==> config.mk <==
export PLATFORM = sky130hd
export DESIGN_NAME = snn_membrane_ctrl
export DESIGN_NICKNAME = d
export VERILOG_FILES = /design/src/rtl/snn_pkg.sv /design/src/rtl/snn_neuron_alu.sv /design/src/rtl/snn_membrane_ctrl.sv
export SDC_FILE = /design/constraint.sdc
export NUM_CORES = 1
export LEC_CHECK = 0
export CORE_MARGIN = 4
export CORE_UTILIZATION = 57
export CTS_BUF_LIST = sky130_fd_sc_hd__clkbuf_16
export DETAILED_ROUTE_END_ITERATION = 8
export DONT_BUFFER_PORTS = 1
export PLACE_DENSITY_LB_ADDON = 0.1
export SYNTH_ARGS = -nofsm -noshare
export SYNTH_HDL_FRONTEND = slang
export SYNTH_SLANG_ARGS = --single-unit
==> constraint.sdc <==
create_clock -name clk -period 7.03 [get_ports clk]
set_input_delay 1.0545 -clock clk [delete_from_list [all_inputs] [get_ports clk]]
set_output_delay 1.0545 -clock clk [all_outputs]
set_load 0.01 [all_outputs]
==> src/rtl/snn_pkg.sv <==
// Shared types and helpers for the membrane-potential read-modify-write scheduler.
package snn_pkg;

  localparam int DEF_DATA_WIDTH  = 16;
  localparam int DEF_ADDR_WIDTH  = 10;
  localparam int DEF_NUM_NEURONS = 1024;
  localparam int DEF_LEAK_SHIFT  = 3;

  // Scheduler states
  typedef enum logic [1:0] {
    ST_IDLE,
    ST_DRAIN,
    ST_SWEEP,
    ST_FLUSH
  } state_t;

  // Operation carried through the pipeline: accumulate an event or leak/fire sweep
  typedef enum logic {
    OP_ACC,
    OP_SWEEP
  } op_t;

  // Signed add clamped to the range of a 'width'-bit two's complement number.
  // Operands are sign-extended to 32 bits by the caller; the result fits in 'width' bits.
  function automatic logic signed [31:0] sat_add(input logic signed [31:0] a,
                                                 input logic signed [31:0] b,
                                                 input int width);
    logic signed [32:0] sum;
    logic signed [32:0] max_v;
    logic signed [32:0] min_v;
    sum   = 33'(a) + 33'(b);
    max_v = (33'sd1 <<< (width - 1)) - 33'sd1;
    min_v = -(33'sd1 <<< (width - 1));
    if (sum > max_v) begin
      sat_add = max_v[31:0];
    end else if (sum < min_v) begin
      sat_add = min_v[31:0];
    end else begin
      sat_add = sum[31:0];
    end
  endfunction

endpackage

==> src/rtl/snn_neuron_alu.sv <==
// Combinational neuron update: saturating accumulate, or leak plus threshold/fire.
module snn_neuron_alu
  import snn_pkg::*;
#(
  parameter int DATA_WIDTH = DEF_DATA_WIDTH,
  parameter int LEAK_SHIFT = DEF_LEAK_SHIFT
) (
  input  op_t                           op,
  input  logic signed [DATA_WIDTH-1:0]  v,
  input  logic signed [DATA_WIDTH-1:0]  w,
  input  logic signed [DATA_WIDTH-1:0]  threshold,
  output logic signed [DATA_WIDTH-1:0]  new_v,
  output logic                          fire
);

  logic signed [DATA_WIDTH-1:0] leaked;

  // Leak never grows the magnitude, so v - (v >>> k) cannot overflow
  always_comb begin
    leaked = v - (v >>> LEAK_SHIFT);
    new_v  = DATA_WIDTH'(sat_add(32'(v), 32'(w), DATA_WIDTH));
    fire   = 1'b0;
    if (op == OP_SWEEP) begin
      if (leaked >= threshold) begin
        new_v = '0;
        fire  = 1'b1;
      end else begin
        new_v = leaked;
      end
    end
  end

endmodule

==> src/rtl/snn_membrane_ctrl.sv <==
// Membrane-potential RMW scheduler: port A reads (S0), port B writes back (S1).
// A one-entry forward register covers the only hazard: a same-address op in the
// immediately following cycle, whose read happens while the previous write lands.
module snn_membrane_ctrl
  import snn_pkg::*;
#(
  parameter int DATA_WIDTH  = DEF_DATA_WIDTH,
  parameter int ADDR_WIDTH  = DEF_ADDR_WIDTH,
  parameter int NUM_NEURONS = DEF_NUM_NEURONS,
  parameter int LEAK_SHIFT  = DEF_LEAK_SHIFT
) (
  input  logic                  clk,
  input  logic                  rst_n,
  input  logic                  in_valid,
  output logic                  in_ready,
  input  logic [ADDR_WIDTH-1:0] in_addr,
  input  logic [DATA_WIDTH-1:0] in_weight,
  input  logic                  step_start,
  input  logic [DATA_WIDTH-1:0] threshold,
  output logic                  mem_ena,
  output logic [ADDR_WIDTH-1:0] mem_addra,
  input  logic [DATA_WIDTH-1:0] mem_doa,
  output logic                  mem_enb,
  output logic                  mem_web,
  output logic [ADDR_WIDTH-1:0] mem_addrb,
  output logic [DATA_WIDTH-1:0] mem_dib,
  output logic                  spike_valid,
  output logic [ADDR_WIDTH-1:0] spike_addr,
  output logic                  step_done,
  output logic                  busy
);

  localparam logic [ADDR_WIDTH-1:0] LAST_ADDR = ADDR_WIDTH'(NUM_NEURONS - 1);

  state_t                       state_q, state_d;
  logic [ADDR_WIDTH-1:0]        sweep_cnt_q, sweep_cnt_d;
  logic                         s1_valid_q, s1_valid_d;
  op_t                          s1_op_q, s1_op_d;
  logic [ADDR_WIDTH-1:0]        s1_addr_q, s1_addr_d;
  logic signed [DATA_WIDTH-1:0] s1_w_q, s1_w_d;
  logic                         fwd_valid_q, fwd_valid_d;
  logic [ADDR_WIDTH-1:0]        fwd_addr_q, fwd_addr_d;
  logic signed [DATA_WIDTH-1:0] fwd_data_q, fwd_data_d;
  logic                         spike_valid_q, spike_valid_d;
  logic [ADDR_WIDTH-1:0]        spike_addr_q, spike_addr_d;
  logic                         step_done_q, step_done_d;

  logic                         accept;
  logic signed [DATA_WIDTH-1:0] operand;
  logic signed [DATA_WIDTH-1:0] alu_new_v;
  logic                         alu_fire;

  // S0 issue and scheduler next-state: events in IDLE, one sweep read per cycle in SWEEP
  always_comb begin
    in_ready    = (state_q == ST_IDLE) && !step_start;
    accept      = in_valid && in_ready;
    state_d     = state_q;
    sweep_cnt_d = sweep_cnt_q;
    step_done_d = 1'b0;
    mem_ena     = 1'b0;
    mem_addra   = in_addr;
    s1_valid_d  = 1'b0;
    s1_op_d     = OP_ACC;
    s1_addr_d   = in_addr;
    s1_w_d      = $signed(in_weight);
    case (state_q)
      ST_IDLE: begin
        if (accept) begin
          mem_ena    = 1'b1;
          s1_valid_d = 1'b1;
        end
        if (step_start) begin
          state_d = ST_DRAIN;
        end
      end
      ST_DRAIN: begin
        if (!s1_valid_q) begin
          state_d = ST_SWEEP;
        end
      end
      ST_SWEEP: begin
        mem_ena    = 1'b1;
        mem_addra  = sweep_cnt_q;
        s1_valid_d = 1'b1;
        s1_op_d    = OP_SWEEP;
        s1_addr_d  = sweep_cnt_q;
        s1_w_d     = '0;
        if (sweep_cnt_q == LAST_ADDR) begin
          sweep_cnt_d = '0;
          state_d     = ST_FLUSH;
        end else begin
          sweep_cnt_d = sweep_cnt_q + ADDR_WIDTH'(1);
        end
      end
      ST_FLUSH: begin
        // The last sweep op sits in S1 now; its write lands at this edge
        step_done_d = 1'b1;
        state_d     = ST_IDLE;
      end
      default: begin
        state_d = ST_IDLE;
      end
    endcase
  end

  snn_neuron_alu #(
    .DATA_WIDTH (DATA_WIDTH),
    .LEAK_SHIFT (LEAK_SHIFT)
  ) u_alu (
    .op        (s1_op_q),
    .v         (operand),
    .w         (s1_w_q),
    .threshold ($signed(threshold)),
    .new_v     (alu_new_v),
    .fire      (alu_fire)
  );

  // S1 writeback: pick forwarded or memory operand, drive port B, capture forward/spike
  always_comb begin
    if (fwd_valid_q && (fwd_addr_q == s1_addr_q)) begin
      operand = fwd_data_q;
    end else begin
      operand = $signed(mem_doa);
    end
    mem_enb       = s1_valid_q;
    mem_web       = s1_valid_q;
    mem_addrb     = s1_addr_q;
    mem_dib       = alu_new_v;
    fwd_valid_d   = s1_valid_q;
    fwd_addr_d    = s1_addr_q;
    fwd_data_d    = alu_new_v;
    spike_valid_d = s1_valid_q && (s1_op_q == OP_SWEEP) && alu_fire;
    spike_addr_d  = spike_valid_d ? s1_addr_q : spike_addr_q;
  end

  assign spike_valid = spike_valid_q;
  assign spike_addr  = spike_addr_q;
  assign step_done   = step_done_q;
  assign busy        = (state_q != ST_IDLE) || s1_valid_q;

  // State and pipeline registers; reset drops any in-flight write
  always_ff @(posedge clk or negedge rst_n) begin
    if (!rst_n) begin
      state_q       <= ST_IDLE;
      sweep_cnt_q   <= '0;
      s1_valid_q    <= 1'b0;
      s1_op_q       <= OP_ACC;
      s1_addr_q     <= '0;
      s1_w_q        <= '0;
      fwd_valid_q   <= 1'b0;
      fwd_addr_q    <= '0;
      fwd_data_q    <= '0;
      spike_valid_q <= 1'b0;
      spike_addr_q  <= '0;
      step_done_q   <= 1'b0;
    end else begin
      state_q       <= state_d;
      sweep_cnt_q   <= sweep_cnt_d;
      s1_valid_q    <= s1_valid_d;
      s1_op_q       <= s1_op_d;
      s1_addr_q     <= s1_addr_d;
      s1_w_q        <= s1_w_d;
      fwd_valid_q   <= fwd_valid_d;
      fwd_addr_q    <= fwd_addr_d;
      fwd_data_q    <= fwd_data_d;
      spike_valid_q <= spike_valid_d;
      spike_addr_q  <= spike_addr_d;
      step_done_q   <= step_done_d;
    end
  end

endmodule

# Word-level counts from Yosys, hierarchy flattened
# Index checks and enable logic that the tools add are counted.
# op_classes
mux	18
n_reduce_logical	10
order_cmp	3
n_eq_ne	8
addsub	3
# op_table
cell	count
$mux W16	6
$mux W10	2
$add A16 B16 Y17	1
$gt A17 B16 Y1 const B	1
$lt A17 B16 Y1 const B	1
$ge A16 B16 Y1	1
$sub A16 B13 Y16	1
$add A10 B1 Y10 const B	1
$eq A10 B10 Y1	1
$eq A10 B10 Y1 const B	1
$pmux W2 S4	1
$mux W2	3
$ne A2 B2 Y1 const B	3
$logic_and A1 B1 Y1	5
$mux W1	5
$eq A2 B2 Y1 const B	2
$reduce_and A3 Y1	1
$eq A2 B1 Y1 const B	1
$logic_not A2 Y1	1
$pmux W1 S2	1
$reduce_bool A2 Y1	1
$logic_not A1 Y1	1
$logic_or A1 B1 Y1	1
# totals
ff_bits	79
out_inout_bits	53
word_cells	54

# Longest topological paths before layout
# Gate-level depths: netlist of the first run.
# depth
word_depth	8
depth_mapped	26

# Cells and area by module
# A second synthesis of the first run with hierarchy kept.
# unflattened
cells_unflattened	513
area_unflattened_um2	5187.5
# modules_own_cells
mod	n_inst	cells_per_inst	area_each_um2
snn_membrane_ctrl	1	205	2975.4
snn_neuron_alu	1	308	2212.1

# Worst setup path after synthesis of the first run
# OpenSTA, ideal clock, no wires.
# synth_timing
path_kind	register to output
from	register s1_addr_q[5] (netlist: mem_addrb[5])
to	output port mem_dib[10]
stages_incl_launch_ff	27
n_path_buf	2
setup_slack_ns	0.576
required_time_ns	5.975
arrival_ns	5.399
path_cell_list	dfrtp_1 > xnor2_1 > nand4_1 > nor3_2 > buf_2 > mux2_2 > inv_1 > ha_1 > inv_1 > fa_1 > nand3_1 > a21oi_1 > a211oi_1 > a31o_2 > a21oi_1 > or2_2 > a21oi_1 > xnor2_1 > ha_1 > nor2_1 > nand2_1 > a2111oi_0 > o21ai_0 > o221ai_1 > and2_1 > clkbuf_1 > a221o_1
# synth_between
elab_chain_cells	8
word_cells_on_any_way	12
classes_between	2 x add/sub; 3 x order compare; 1 x eq/ne; 5 x mux; 1 x reduce/logical
# synth_lines
item	line	text
start, declared	snn_membrane_ctrl.sv:39	logic [ADDR_WIDTH-1:0] s1_addr_q, s1_addr_d;
start signal, assigned	snn_membrane_ctrl.sv:161	s1_addr_q <= s1_addr_d;
$eq A10 B10 Y1 (*)	snn_membrane_ctrl.sv:120	if (fwd_valid_q && (fwd_addr_q == s1_addr_q)) begin
$logic_and A1 B1 Y1 (*)	snn_membrane_ctrl.sv:120	
$mux W16 (*)	snn_membrane_ctrl.sv:120	
$add A16 B16 Y17	snn_pkg.sv:31	sum = 33'(a) + 33'(b);
$lt A17 B16 Y1	snn_pkg.sv:36	end else if (sum < min_v) begin
$mux W16	snn_pkg.sv:36	
$mux W16	snn_pkg.sv:34	if (sum > max_v) begin
$mux W16 (*)	snn_neuron_alu.sv:23	if (op == OP_SWEEP) begin
end, declared	snn_membrane_ctrl.sv:26	output logic [DATA_WIDTH-1:0] mem_dib,
# Mark *: on every way between the ends. The rest lies on a longest branch, timed or not.

# Worst setup path after layout of the first run
# layout_timing
from	register s1_addr_q[6] (netlist: mem_addrb[6])
to	output port mem_dib[10]
# The elaborated chain is that of the path after synthesis.

==> results_dict.tcl, run 1 <==
set metrics [dict create \
    mostFrequentLayoutCell "dfrtp_1" \
    synth_top_area_share_pct 37.2 \
    layout_common_cells "72 x dfrtp_1, 48 x ha_1, 41 x inv_1" \
    rows 34 \
    fmax_mhz 147 \
    postRouteAntennaNets 0 \
    setup_viol 0 \
    drv_cap 0 \
    tightest_slew_ns 0.784 \
    cts_buffers 9 \
    end_kind "primary output" \
    avgSynthCellArea_um2 9.94 \
    finalHoldWorstSlack_ns 0.406 \
    vdd_drop_max_mv 0.181 \
    synthTopCellsByArea "dfrtp_1 37%, ha_1 12%, mux2_2 5.7%" \
    fillCellCount 698 \
    area_growth_pct 14.5 \
    wl_met1_mm 6.22 \
    outcome "complete, no violations" \
    vias_per_cell 6.29 \
    timing.rr.start "mem_addrb[6]" \
    clk_pin_slew_ns 0.06 \
    worstRegToRegCells 23 \
    required_ns 5.98 \
    antenna_found_initial 0 \
    fin_nets 661 \
    slew_violations 0 \
    synth_edf_count 0 \
    overflow 0 \
    dominantRegCellSynth "dfrtp_1" \
    die_x_um 105 \
    die_h_um 105 \
    ff2ff_setup_slack_ns 1.47 \
    clock_skew_ns 0.00620 \
    first_pass_iters 5 \
    ys_async_sr_fraction_pct 100 \
    ys_warn_count 0 \
    cts_max_level 3 \
    syn_area_um2 5310 \
    tritoncts "yes" \
    synth.distinct_cells 61 \
    multi_input_area_um2 3360 \
    startpoint_type "flip-flop" \
    cts_root_buffer "clkbuf_16" \
    cp.arrival_ns 5.77 \
    leakage_nw 2.76 \
    ys_seq_area_share_pct 37.2 \
    wl_per_cell_um 21.6 \
    syn_nets 649 \
    finalHoldViolCount 0 \
    seq_area_um2 1990 \
    routed.top_layer "met4" \
    power_w 0.00243 \
    grt_start_max_net_pins 80 \
    fin_crit_ns 6.82 \
    hold_buffers 0 \
    synth_cells 534 \
    cts_sinks 79 \
    place.port_buffers 0 \
    gp_congestion 0.988 \
    crit_type "flip-flop to primary output" \
    die-area_um2 10900 \
    dp_hpwl_mm 10.9 \
    ys_seq_elements 79 \
    io_pins 115 \
    insertion_delay_ns 0.34 \
    grt_pass1_wl_mm 22.6 \
    wirelength_mm 14.2 \
    fin_crit_sh_pct 97.0 \
    p_per_area_nw_per_um2 399 \
    regToRegEndpoint "fwd_data_q[10]" \
    drive_above_1_share_pct 20.3 \
    met2WireLength_mm 6.50 \
    critPathMaxFanout 13 \
    antennaDiodeCount 0 \
    start_util_pct 59.7 \
    dr_wl_met3_mm 1.22 \
    slew_headroom_pct 47.2 \
    drc 0 \
    core_um2 8890 \
    yosys.area.top_type "dfrtp_1" \
    vias 4148 \
    detail_route.iter0.violations 315 \
    grt_pass1_vias 4124 \
    hp-class "input port to async pin" \
    cts_buffer_depth 2 \
    grt_use_total_pct 26.4 \
]
-- registers in the layout, indices dropped and copies added, names as in the netlist --
signal       count
step_done        1
s1_op_q          1
sweep_cnt_q     10
spike_valid      1
mem_enb          1
fwd_data_q      16
s1_w_q          16
state_q          2
spike_addr      10
mem_addrb       10
fwd_addr_q      10
fwd_valid_q      1
-- critical path, stage by stage (launching register included) --
cell	delay, ns
dfrtp_2	0.45
xnor2_1	0.21
nand4_1	0.11
buf_4	0.18
nor3_4	0.20
buf_12	0.15
buf_4	0.13
buf_8	0.16
mux2i_4	0.26
ha_1	0.30
and2_1	0.22
o21ai_0	0.11
a31oi_1	0.09
o311ai_1	0.36
a21oi_2	0.09
or2_2	0.31
a21oi_2	0.18
xnor2_2	0.11
ha_1	0.21
nor2_2	0.12
nand2_2	0.09
a2111oi_2	0.32
o21ai_1	0.14
o221ai_2	0.27
and2_4	0.21
buf_12	0.13
a221o_1	0.30
-- power by group --
part	total [W]	switching, W	internal [W]	leakage, nW
combinational	0.00113	0.000671	0.000458	1.64
clock	0.000492	0.000209	0.000283	0.150
sequential	0.000808	0.000174	0.000633	0.968
-- metrics by stage --
step | setup TNS, ns | area, um2 | std cells | worst slack [ns] | utilization (%)
finish | 0 | 6080 | 659 | 0.208 | 68.4
global route | -0.336 | 6080 | 659 | -0.0741 | 68.4
CTS | 0 | 5830 | 657 | 0.0295 | 65.6
detailed placement | 0 | 5470 | 639 | 0.167 | 61.5
global placement | 0 | 5470 | 639 | 0.254 | 61.5
floorplan | 0 | 5310 | 534 | 0.576 | -
-- cell usage after synthesis, types with 2 or more instances --
cell,instances
nor3_1,5
o21a_1,5
a211oi_1,5
xnor2_1,29
nor2_1,27
nor4_1,4
o211ai_1,2
ha_1,51
o21bai_1,3
a21oi_1,35
mux2_2,27
buf_4,2
a31o_2,2
buf_2,3
a211o_1,4
and3_1,6
maj3_1,4
nand2_1,33
fa_1,2
o21ai_0,19
nand4_1,11
a21o_1,13
nand3_1,7
inv_1,41
mux2i_1,11
and2_1,5
clkbuf_1,6
o21ai_1,5
a221o_1,7
o2bb2ai_1,3
nand2b_1,7
a31oi_1,6
xor2_1,15
nor2b_1,22
dfrtp_1,79
and4_1,3
-- timing repair --
action                                  CTS  global route
endpoints found under the setup margin   16            16
resized for setup                         3            50
pin swaps                                 2            11
setup buffers                             2             2
-- cell families after synthesis --
group	Yosys count	share of synthesized area [%]
muxes	38	7.80
buffers and inverters	53	3.96
AOI/OAI and AO/OA	124	16.4
adders and majority gates	57	13.5
DFF	79	37.2
xor gates and xnor gates	44	7.26
and+or+nand+nor	139	13.8
-- layout make-up --
class,count,share of cell area (%)
Multi-Input combinational cell,402,55.3
Tap cell,108,2.22
Sequential cell,79,32.7
Timing Repair Buffer,12,2.08
Clock buffer,9,3.70
Inverter,42,2.59
Clock inverter,7,1.46
-- worst max path at each step --
| stage | startpoint | end | cells after the start |
|---|---|---|---|
| finish | mem_addrb[6] | mem_dib[10] | 26 |
| global route | mem_addrb[6] | mem_dib[10] | 27 |
| CTS | mem_addrb[4] | mem_dib[14] | 22 |
| detailed placement | mem_addrb[9] | mem_dib[14] | 23 |
| global placement | mem_addrb[8] | mem_dib[14] | 22 |
| floorplan | mem_addrb[5] | mem_dib[10] | 26 |
-- metal layers --
layer,track usage (%),vias to the layer above
li1,-,1941
met2,40.5,181
met1,36.4,2004
met5,0,-
met3,7.70,22
met4,7.60,0
No activity file was read; power rests on OpenSTA's default activity.
==> run 2, diff against run 1 <==
--- a/config.mk
+++ b/config.mk
@@ -5,12 +5,15 @@
 export SDC_FILE = /design/constraint.sdc
 export NUM_CORES = 1
 export LEC_CHECK = 0
+export ABC_AREA = 1
 export CORE_MARGIN = 4
 export CORE_UTILIZATION = 57
 export CTS_BUF_LIST = sky130_fd_sc_hd__clkbuf_16
+export CTS_CLUSTER_SIZE = 40
 export DETAILED_ROUTE_END_ITERATION = 8
 export DONT_BUFFER_PORTS = 1
 export PLACE_DENSITY_LB_ADDON = 0.1
 export SYNTH_ARGS = -nofsm -noshare
 export SYNTH_HDL_FRONTEND = slang
 export SYNTH_SLANG_ARGS = --single-unit
+export TNS_END_PERCENT = 20
==> run 2 against run 1 <==
Against the previous run: largest power group unchanged; synthesized area up 7.7%; critical path depth increased by 7; sequential power down 1%; combinational power about the same; routed wire length rose by 0.96%; utilization is 5.0 points lower; total power decreased by 0.71%; design area is 1.9% higher; synthesized cell count increased by 43%; highest routed layer unchanged; clock-buffer cell count unchanged; global-route usage decreased by 0.83 points.
==> results_dict.tcl, run 2 <==
set metrics [dict create \
    end_kind "primary output" \
    fmax_mhz 152 \
    ys_warn_count 0 \
    fin_crit_sh_pct 93.3 \
    startpoint_type "flip-flop" \
    postRouteAntennaNets 0 \
    crit_type "flip-flop to primary output" \
    die_h_um 108 \
    synth_top_area_share_pct 34.6 \
    cp_slowest_cell "dfrtp_1" \
    yosysMostFrequentCell "nand2_1" \
    critPathLaunch "mem_addrb[2]" \
    ff2ff_setup_slack_ns 1.64 \
    layout_common_cells "192 x nand2_1, 120 x inv_1, 79 x dfrtp_1" \
    leakage_nw 3.32 \
    ys_async_sr_fraction_pct 100 \
    core_um2 9770 \
    dominantRegCellSynth "dfrtp_1" \
    io_pins 115 \
    dp_cells 889 \
    tritoncts "yes" \
    synth_edf_count 0 \
    cpPeakStageDelay_ns 0.48 \
    ys_seq_elements 79 \
    cts_sinks 79 \
    drc 0 \
    required_ns 5.98 \
    hp-class "input port to async pin" \
    cts_buffer_depth 2 \
    yosys-top-cells-count "192 x nand2_1, 122 x inv_1, 79 x dfrtp_1" \
    fin_crit_ns 6.56 \
    ys_seq_area_share_pct 34.6 \
    finalHoldWorstSlack_ns 0.406 \
    area_growth_pct 8.36 \
    cts_buffers 9 \
    timing.rr.start "mem_addrb[2]" \
    detail_route.iter0.violations 260 \
    clk_pin_slew_ns 0.06 \
    vias_per_cell 5.35 \
    synth_cells 765 \
    setup_ws_ns 0.472 \
    slew_headroom_pct 45.5 \
    fin_nets 886 \
    wl_per_cell_um 15.8 \
    syn_area_um2 5720 \
    p_per_area_nw_per_um2 389 \
    syn_nets 880 \
    grt_pass1_wl_mm 23.0 \
    rows 36 \
    clock_skew_ns 0.00719 \
    place.port_buffers 0 \
    cts_root_buffer "clkbuf_16" \
    finalHoldViolCount 0 \
    slew_violations 0 \
    start_util_pct 58.5 \
    yosys.area.top_type "dfrtp_1" \
    cp.arrival_ns 5.50 \
    tightest_slew_ns 0.818 \
    critPathMaxFanout 17 \
    die_x_um 108 \
    antenna_found_initial 1 \
    fin_cells 910 \
    vdd_drop_max_mv 0.254 \
    gp_congestion 0.984 \
    setup_viol 0 \
    grt_start_max_net_pins 80 \
    fin_util_pct 63.4 \
    grt_use_total_pct 25.6 \
    grt_pass1_vias 4681 \
    insertion_delay_ns 0.34 \
    synth.distinct_cells 44 \
    overflow 0 \
    place_ws_ns 0.421 \
    outcome "complete, no violations" \
    drive_above_1_share_pct 11.4 \
    cts_max_level 3 \
    rsz0062_at_grt "false" \
    vias 4868 \
    mostFrequentLayoutCell "nand2_1" \
    die-area_um2 11700 \
    drv_cap 0 \
    dp_hpwl_mm 11.6 \
    tns_ns 0 \
    reg_top3 "fwd_data_q (16), s1_w_q (16)" \
    first_pass_iters 5 \
    avgSynthCellArea_um2 7.47 \
    synthTopCellsByArea "dfrtp_1 35%, nand2_1 13%, ha_1 11%" \
    crit_top_cell "nor2_1" \
    wirelength_mm 14.3 \
]
## run 2: cell types whose count changed in the layout (fill, tap and decap cells not counted), moves of 22 or more
cell     delta
nand2_1   +162
nand3_1    +31
nor2_1     +43
nor2b_1    -22
inv_1      +79
mux2_2     -27
## run 2: repair_timing
item / 4_1_cts / 5_1_grt
hold buffers: 0 / 0
setup endpoints to repair: 0 / 16
gates resized for setup: 0 / 6
setup buffers: 0 / 3
## run 2: worst paths after layout
check,endpoint,depth (start not counted)
hold / removal,spike_addr[6],0
hold reg to reg,fwd_addr_q[3],0
min in group clk,fwd_addr_q[3],0
setup / recovery,mem_dib[4],33
max in group asynchronous,fwd_data_q[8],0
setup reg to reg,spike_addr[9],32
## run 2: per-stage QoR
stage / total power [W] / cell area, um2
2_1_floorplan: 0.00163 / 5720
4_1_cts: 0.00241 / 6140
3_3_place_gp: 0.00191 / 5850
5_1_grt: 0.00262 / 6190
6_report: 0.00241 / 6190
3_5_place_dp: 0.00194 / 5850
## run 2: report_power, final
group	internal (W)	switching [W]	leakage, nW
logic	0.000358	0.000793	2.21
clock network	0.000276	0.000185	0.140
registers	0.000636	0.000165	0.978
total	0.00127	0.00114	3.32
## run 2: cells by family (layout without fill, tap and decap cells)
family | count (synthesis) | in the layout | share of synthesized area (%)
compound gates | 94 | 94 | 9.67
xor+xnor | 28 | 28 | 5.08
fa+ha+maj | 53 | 53 | 11.9
buf+inv | 140 | 150 | 9.30
flops | 79 | 79 | 34.6
other cells | 0 | 2 | 0
simple gates | 371 | 371 | 29.5
## run 2: per-layer routing
metal	GRT usage (%)	wire [um]	up-vias
met4	9.20	384	0
met5	0	0	-
met3	6.33	906	31
li1	-	-	2435
met1	35.0	6620	2241
met2	39.5	6430	161
## run 2: layout make-up
type	instances	area, um2
clock inverters	6	70.1
repair inverters	1	7.51
multi-input cells	546	3220
inverters	130	495
repair buffers	4	30.0
flip-flops and latches	79	1980
well taps	133	166
clock buffers	9	225
fillers	877	3580
diodes	2	5.00
## run 2: worst max-delay path, delay by kind of cell (launching register included)
family	cells	cell delay (ns)
compound gates	3	0.55
xor+xnor	1	0.15
fa+ha+maj	3	0.88
buf+inv	6	0.85
flops	1	0.48
simple gates	20	2.23
==> run 3, diff against run 2 <==
--- a/config.mk
+++ b/config.mk
@@ -7,11 +7,10 @@
 export LEC_CHECK = 0
 export ABC_AREA = 1
 export CORE_MARGIN = 4
-export CORE_UTILIZATION = 57
+export CORE_UTILIZATION = 53
 export CTS_BUF_LIST = sky130_fd_sc_hd__clkbuf_16
 export CTS_CLUSTER_SIZE = 40
 export DETAILED_ROUTE_END_ITERATION = 8
-export DONT_BUFFER_PORTS = 1
 export PLACE_DENSITY_LB_ADDON = 0.1
 export SYNTH_ARGS = -nofsm -noshare
 export SYNTH_HDL_FRONTEND = slang
==> run 3 against run 2 <==
Against the previous run: sequential power down 4.9%; clock skew grew 0.00057 ns; sequential share of layout area shrank 5.0 points; utilization increased by 7.3 points; worst hold slack better by 0.030 ns; routed wire length is 5.9% higher; design area rose by 19%; cell count up 13%; critical path depth fell by 4; total power grew 15%; clock-buffer cell count is the same; critical endpoint is now mem_dib[9].
==> results_dict.tcl, run 3 (same netlist as run 2, synthesis figures left out) <==
set metrics [dict create \
    gp_congestion 0.942 \
    mostFrequentLayoutCell "nand2_1" \
    overflow 0 \
    grt_start_max_net_pins 80 \
    hp-class "flip-flop to flip-flop" \
    layout_common_cells "192 x nand2_1, 122 x inv_1, 109 x clkdlybuf4s50_1" \
    met2WireLength_mm 6.86 \
    grt_pass1_wl_mm 25.2 \
    fin_nets 1001 \
    postRouteAntennaNets 0 \
    routed.top_layer "met4" \
    cts_max_level 3 \
    cts_root_buffer "clkbuf_16" \
    hold_buffers 0 \
    cp_slowest_cell "clkdlybuf4s50_1" \
    first_pass_iters 5 \
    fin_crit_sh_pct 95.2 \
    end_kind "primary output" \
    dr_wl_met3_um 968 \
    wirelength_mm 15.2 \
    start_util_pct 54.9 \
    fin_util_pct 70.7 \
    dp_cells 1008 \
    finalHoldViolCount 0 \
    fillCellCount 851 \
    die-area_um2 12500 \
    rows 37 \
    tritoncts "yes" \
    fmax_mhz 149 \
    die_h_um 112 \
    outcome "complete, no violations" \
    place.port_buffers 114 \
    vdd_drop_max_mv 0.252 \
    reg_top3 "fwd_data_q (16), s1_w_q (16)" \
    wl_met1_mm 7.05 \
    tightest_slew_ns 0.972 \
    drv_cap 0 \
    slew_headroom_pct 35.2 \
    cts_sinks 79 \
    clk_pin_slew_ns 0.07 \
    cts_buffers 9 \
    power_w 0.00278 \
    finalHoldWorstSlack_ns 0.437 \
    crit_type "input port to primary output" \
    startpoint_type "input port" \
    required_ns 5.98 \
    critPathMaxFanout 14 \
    drive_above_1_share_pct 10.7 \
    core_um2 10400 \
    fin_cells 1027 \
    grt_pass1_vias 5177 \
    detail_route.iter0.violations 346 \
    vias_per_cell 5.12 \
    wl_per_cell_um 14.8 \
    io_pins 115 \
    p_per_area_nw_per_um2 378 \
    drc 0 \
    leakage_nw 3.83 \
    slew_violations 0 \
    tns_ns 0 \
    dp_hpwl_mm 12.3 \
    antennaDiodeCount 0 \
    grt_use_total_pct 25.1 \
    clock_skew_ns 0.00776 \
    vias 5254 \
    die_x_um 112 \
    setup_viol 0 \
    area_growth_pct 28.8 \
    cts_buffer_depth 2 \
    antenna_found_initial 0 \
    cp.arrival_ns 5.64 \
    insertion_delay_ns 0.34 \
    cpPeakStageDelay_ns 0.55 \
    fin_crit_ns 6.69 \
]
-- run 3: cell count changes in the layout (fill, tap and decap cells not counted), sizes merged --
cell           previous run  this run
dlymetal6s2s              0         4
buf                       4         7
diode                     2         0
clkinvlp                  5         2
bufinv                    1         0
clkdlybuf4s50             0       109
inv                     130       134
-- run 3: worst max-delay path, delay by kind of cell --
kind | cells | cell delay [ns]
fa+ha+maj | 3 | 0.87
buf+inv | 5 | 1.43
xor+xnor | 1 | 0.21
simple gates | 18 | 1.74
compound gates | 2 | 0.34
-- run 3: area by class of cell --
cell class	count	area (um2)	area share [%]
clock inverter	7	56.3	0.765
timing repair buffer	120	1200	16.3
inverter	130	490	6.66
multi-input combinational	546	3240	44.1
sequential	79	1980	26.9
tap	136	170	2.31
clock buffer	9	225	3.06
-- run 3: where the power goes --
part	internal, W	total, W	switching [W]
Combinational	0.000696	0.00158	0.000885
Clock	0.000243	0.000440	0.000197
Sequential	0.000635	0.000761	0.000126
Total	0.00157	0.00278	0.00121
-- run 3: what timing repair did --
item | 4_1_cts | 5_1_grt
gates resized for setup | 1 | 15
setup endpoints to repair | 4 | 16
setup buffers | 0 | 3
-- run 3: metal layers --
layer / track usage, % / up-vias
li1: - / 2662
met3: 5.22 / 22
met5: 0 / -
met4: 7.46 / 0
met1: 35.1 / 2425
met2: 39.3 / 145
-- run 3: path summary, 6_finish.rpt --
kind	depth (start not counted)	slack, ns	to	start
setup / recovery	29	0.34	mem_dib[9]	mem_doa[3]
hold / removal	0	0.44	fwd_addr_q[7]	mem_addrb[7]
setup reg to reg	31	1.98	spike_addr[5]	mem_addrb[2]
hold reg to reg	0	0.44	fwd_addr_q[7]	mem_addrb[7]
max in group asynchronous	1	5.51	mem_addrb[4]	rst_n
min in group asynchronous	1	0.86	spike_addr[6]	rst_n
-- run 3: stage by stage --
stage | setup WS (ns) | area [um2]
after floorplan | 1.53 | 5720
after global placement | 0.234 | 7000
after detailed placement | 0.156 | 7000
after CTS | 0.0200 | 7290
after global routing | -0.0315 | 7360
final | 0.340 | 7360
